[config.mk]
export PLATFORM = sky130hd
export DESIGN_NAME = tail_light_ctrl
export DESIGN_NICKNAME = d
export VERILOG_FILES = /design/src/rtl/tail_light_ctrl.sv
export SDC_FILE = /design/constraint.sdc
export NUM_CORES = 1
export LEC_CHECK = 0
export ABC_CLOCK_PERIOD_IN_PS = 1500
export CELL_PAD_IN_SITES_DETAIL_PLACEMENT = 2
export CELL_PAD_IN_SITES_GLOBAL_PLACEMENT = 2
export CORE_MARGIN = 2
export CORE_UTILIZATION = 32
export DETAILED_ROUTE_END_ITERATION = 8
export GPL_TIMING_DRIVEN = 0
export PLACE_DENSITY = 0.78
export SETUP_SLACK_MARGIN = 0.02
export SYNTH_ARGS = -nofsm -noshare
export SYNTH_HDL_FRONTEND = slang
export SYNTH_SLANG_ARGS = --single-unit
[constraint.sdc]
create_clock -name fst_clk -period 1.5 [get_ports fst_clk]
set_input_delay 0.45 -clock fst_clk [delete_from_list [all_inputs] [get_ports fst_clk]]
set_output_delay 0.45 -clock fst_clk [all_outputs]
set_load 0.02 [all_outputs]
[src/rtl/tail_light_ctrl.sv]
// Sequential tail-light controller: three-lamp turn sequencer per side, hazard, brake and PWM-dimmed running lights.
// Latency: la/ra are registered, one cycle after the state/pwm/brake/on they reflect; seq_state is the state register itself.
// Backpressure: none; requests are level inputs sampled on prescaler ticks, brake/on every cycle.
//
// Ports:
//   fst_clk    - single clock, rising edge
//   rst_n      - asynchronous active-low reset
//   on         - running lights; otherwise-dark lamps glow at DIM_LEVEL/8 duty
//   left       - left turn request (sampled on tick only)
//   right      - right turn request (sampled on tick only)
//   hazard     - hazard request (sampled on tick only)
//   brake      - brake; lamps on non-sequencing sides go full
//   la[2:0]    - left lamps, bit0 inner (LA) .. bit2 outer (LC)
//   ra[2:0]    - right lamps, same bit order
//   seq_state  - current FSM state encoding
module tail_light_ctrl #(
  parameter int DIV_EXP   = 20,
  parameter int DIM_LEVEL = 2
) (
  input  logic       fst_clk,
  input  logic       rst_n,
  input  logic       on,
  input  logic       left,
  input  logic       right,
  input  logic       hazard,
  input  logic       brake,
  output logic [2:0] la,
  output logic [2:0] ra,
  output logic [2:0] seq_state
);

  typedef enum logic [2:0] {
    IDLE = 3'd0,
    L1   = 3'd1,
    L2   = 3'd2,
    L3   = 3'd3,
    R1   = 3'd4,
    R2   = 3'd5,
    R3   = 3'd6,
    HAZ  = 3'd7
  } state_e;

  state_e               state_q, state_d;
  logic [DIV_EXP-1:0]   presc_q, presc_d;
  logic [2:0]           pwm_cnt_q, pwm_cnt_d;
  logic [2:0]           la_q, la_d;
  logic [2:0]           ra_q, ra_d;
  logic                 tick;
  logic                 dim;

  // Step timing: one tick per 2^DIV_EXP cycles, on the all-ones count.
  assign presc_d = presc_q + DIV_EXP'(1);
  assign tick    = &presc_q;

  // Dim PWM: 4-bit compare so DIM_LEVEL=8 yields a constant 1.
  assign pwm_cnt_d = pwm_cnt_q + 3'd1;
  assign dim       = ({1'b0, pwm_cnt_q} < 4'(DIM_LEVEL));

  // Next-state: requests only matter in IDLE on a tick; running
  // sequences complete regardless of what the request inputs do.
  always_comb begin
    state_d = state_q;
    if (tick) begin
      unique case (state_q)
        IDLE: begin
          if (hazard || (left && right)) state_d = HAZ;
          else if (left)                 state_d = L1;
          else if (right)                state_d = R1;
          else                           state_d = IDLE;
        end
        L1:      state_d = L2;
        L2:      state_d = L3;
        L3:      state_d = IDLE;
        R1:      state_d = R2;
        R2:      state_d = R3;
        R3:      state_d = IDLE;
        HAZ:     state_d = IDLE;
        default: state_d = IDLE;
      endcase
    end
  end

  // Lamp levels from the current state register (not state_d), so the
  // registered lamps lag the state by exactly one cycle.
  logic [2:0] act_l, act_r;
  logic       seq_l, seq_r;

  always_comb begin
    act_l = 3'b000;
    act_r = 3'b000;
    seq_l = 1'b0;
    seq_r = 1'b0;
    unique case (state_q)
      L1:  begin act_l = 3'b001; seq_l = 1'b1; end
      L2:  begin act_l = 3'b011; seq_l = 1'b1; end
      L3:  begin act_l = 3'b111; seq_l = 1'b1; end
      R1:  begin act_r = 3'b001; seq_r = 1'b1; end
      R2:  begin act_r = 3'b011; seq_r = 1'b1; end
      R3:  begin act_r = 3'b111; seq_r = 1'b1; end
      HAZ: begin
        act_l = 3'b111;
        act_r = 3'b111;
        seq_l = 1'b1;
        seq_r = 1'b1;
      end
      default: begin
        act_l = 3'b000;
        act_r = 3'b000;
      end
    endcase
  end

  // Brake only lights a side that is not sequencing; a sequencing side's
  // inactive lamps keep the turn pattern readable and fall back to dim.
  always_comb begin
    la_d = act_l
         | ((!seq_l && brake) ? 3'b111 : 3'b000)
         | ((on && dim)       ? 3'b111 : 3'b000);
    ra_d = act_r
         | ((!seq_r && brake) ? 3'b111 : 3'b000)
         | ((on && dim)       ? 3'b111 : 3'b000);
  end

  always_ff @(posedge fst_clk or negedge rst_n) begin
    if (!rst_n) begin
      state_q   <= IDLE;
      presc_q   <= '0;
      pwm_cnt_q <= 3'd0;
      la_q      <= 3'b000;
      ra_q      <= 3'b000;
    end else begin
      state_q   <= state_d;
      presc_q   <= presc_d;
      pwm_cnt_q <= pwm_cnt_d;
      la_q      <= la_d;
      ra_q      <= ra_d;
    end
  end

  assign la        = la_q;
  assign ra        = ra_q;
  assign seq_state = state_q;

endmodule
==> impl_metrics.tcl <==
set metrics [dict create \
    antenna_cells 0 \
    root_buffer "clkbuf_8" \
    outcome "complete, no violations" \
    via_per_inst 5.00 \
    ant_nets 0 \
    clk_pin_slew_ns 0.07 \
    mostFrequentLayoutCells "dfrtp_1, nand2_1, xnor2_1" \
    cp-end-kind "flop" \
    dieArea_um2 4900 \
    antenna_found_initial 0 \
    worst-setup-path-type "reg2reg" \
    p_sw_frac 0.209 \
    gp_congestion 0.740 \
    yosysUniqueCellTypes 29 \
    wl_mm 3.24 \
    p_total_w 0.00160 \
    worst_pin_slew_ns 0.802 \
    overflow 0 \
    powerDensity_nw_per_um2 854 \
    dr.first_iter.drc_count 19 \
    hpwlAfterDp_mm 2.06 \
    hold_violations 0 \
    track_usage 0.149 \
    p_leak_nw 0.859 \
    hold_buffers 0 \
    synth_seq_area_share 0.575 \
    rr_endpoint "presc_q[18]$_DFF_PN0_" \
    critPathArrivalTime_ns 1.65 \
    maxCapViolCount 0 \
    rsz0062_at_grt "true" \
    finalNetCount 164 \
    rows 23 \
    core_um2 4090 \
    area_growth_pct 34.3 \
    startpoint_type "flop" \
    r2r-start "presc_q[2]$_DFF_PN0_" \
    cts.path.max_buffers 2 \
    min_path_type "in2async" \
    start_util 0.341 \
    ir_worst_vdd_uv 604 \
    min_period_over_period 0.992 \
    vias 1030 \
    die_width_um 70.0 \
    fin_crit_ns 1.49 \
    grt_max_degree 33 \
    critPathRequiredTime_ns 1.66 \
    netlist_instances 122 \
    firstDrtPassIters 4 \
    grt_pass1_vias 1226 \
    fmax_ghz 0.672 \
    switchingPower_w 0.000334 \
    synth_warnings 0 \
    path_max_fanout 5 \
    holdWs_ns 0.350 \
    fin_skew_ns 0.00395 \
    pwr-share-seq 0.544 \
    syn_area_um2 1390 \
    p_comb_frac 0.037 \
    tritoncts "done" \
    ff2ff_setup_slack_ns 0.01 \
    grt_pass1_wl_mm 5.88 \
    reg2regPathDepth 5 \
    wl_per_cell_um 15.7 \
    clkSinkCount 32 \
    clk_latency_ns 0.28 \
    ios 16 \
    remaining_drc_errors 0 \
    slew_viol_final 0 \
    setup_viol 0 \
    layout_commonest_cell "dfrtp_1" \
    max-slew-margin-rel 0.465 \
    drive_gt1_frac 0.276 \
    internal_power_w 0.00126 \
    clockPowerShare 0.419 \
    htree_levels 2 \
    cts_made_buffers 5 \
    synth_fp_nets 131 \
    portBuffers 15 \
    avgSynthCellArea_um2 11.4 \
    die_h_um 70.0 \
    ys_ff_latch 32 \
]
worst max-delay path by stage:
stage / from / end / slack, ns
3_5_place_dp: rst_n / seq_state[0]$_DFFE_PN0P_ / -0.69
3_3_place_gp: rst_n / seq_state[0]$_DFFE_PN0P_ / -0.59
6_report: presc_q[2]$_DFF_PN0_ / presc_q[18]$_DFF_PN0_ / 0.01
2_1_floorplan: presc_q[0]$_DFF_PN0_ / presc_q[18]$_DFF_PN0_ / 0.07
5_1_grt: presc_q[2]$_DFF_PN0_ / presc_q[18]$_DFF_PN0_ / -0.08
4_1_cts: presc_q[1]$_DFF_PN0_ / presc_q[18]$_DFF_PN0_ / -0.01
worst max-delay path, stage by stage (launching register included):
cell     delay [ns]
dfrtp_2        0.42
nand3_4        0.13
nor4_4         0.38
buf_6          0.18
nand4_1        0.12
xnor2_1        0.14
final cells by class:
class,count,area [µm²]
fill,434,2220
sequential,32,807
multi-input combinational,80,644
timing repair buffer,26,226
clock buffer,8,90.1
tap,50,62.6
inverter,7,26.3
buffer,3,13.8
synth_stat cells, drive strengths merged:
cell / number / share of area
dfrtp: 32 / 0.58
nand2: 13 / 0.035
xnor2: 11 / 0.069
nand3: 10 / 0.049
xor2: 9 / 0.057
nor2: 8 / 0.022
inv: 7 / 0.019
nand4: 4 / 0.018
clkbuf: 3 / 0.0081
nor3: 3 / 0.011
a21o: 2 / 0.012
a21oi: 2 / 0.0072
and3: 2 / 0.0090
ha: 2 / 0.018
mux2i: 2 / 0.014
nor4: 2 / 0.024
o21ai: 2 / 0.0072
a2bb2oi: 1 / 0.0063
a32oi: 1 / 0.0063
and4: 1 / 0.0063
o2111ai: 1 / 0.0063
o211ai: 1 / 0.0054
o31ai: 1 / 0.0054
o41ai: 1 / 0.0063
or2: 1 / 0.0045
cells by family (layout without fill, tap and decap cells):
family	Yosys count	count (layout)	synth area share
flops	32	32	0.575
fa+ha+maj	2	2	0.0180
mux	2	2	0.0144
simple gates	44	44	0.178
buf+inv	10	44	0.0270
compound gates	12	12	0.0620
xor+xnor	20	20	0.126
power by group through the flow:
| stage | registers, W | logic, W | clock network (W) |
|---|---|---|---|
| after floorplan | 0.000893 | 0.00000798 | 0 |
| final | 0.000870 | 0.0000585 | 0.000670 |
| after detailed placement | 0.000886 | 0.0000640 | 0 |
| after global routing | 0.000870 | 0.0000654 | 0.000733 |
| after CTS | 0.000870 | 0.0000604 | 0.000692 |
| after global placement | 0.000886 | 0.0000626 | 0 |
metrics by stage:
stage / std cells / setup TNS [ns] / area (µm²) / utilization / worst slack, ns
after floorplan: 122 / 0 / 1390 / - / 0.0690
after global placement: 187 / -19.81 / 1610 / 0.393 / -0.594
after detailed placement: 187 / -23.15 / 1610 / 0.393 / -0.688
after CTS: 201 / -0.00998 / 1790 / 0.437 / -0.00998
after global routing: 206 / -0.289 / 1870 / 0.458 / -0.0762
final: 206 / 0 / 1870 / 0.458 / 0.0115
what timing repair did:
item / 4_1_cts / 5_1_grt
resized for setup: 23 / 17
pin swaps: 5 / 6
cloned: 1 / 0
setup buffers: 5 / 5
setup endpoints to repair: 52 / 17
sequential cells by signal, indices dropped and copies added, names as in the netlist:
signal,flops
presc_q,20
la,3
pwm_cnt_q,3
ra,3
seq_state,3
routing by layer:
metal | up-vias | GRT usage | share of wire
met1 | 526 | 0.176 | 0.43
li1 | 479 | - | -
met5 | - | 0 | 0
met2 | 19 | 0.262 | 0.52
met3 | 6 | 0.0404 | 0.038
met4 | 0 | 0.0449 | 0.012
Note: power is estimated with default switching activity, not from simulation.
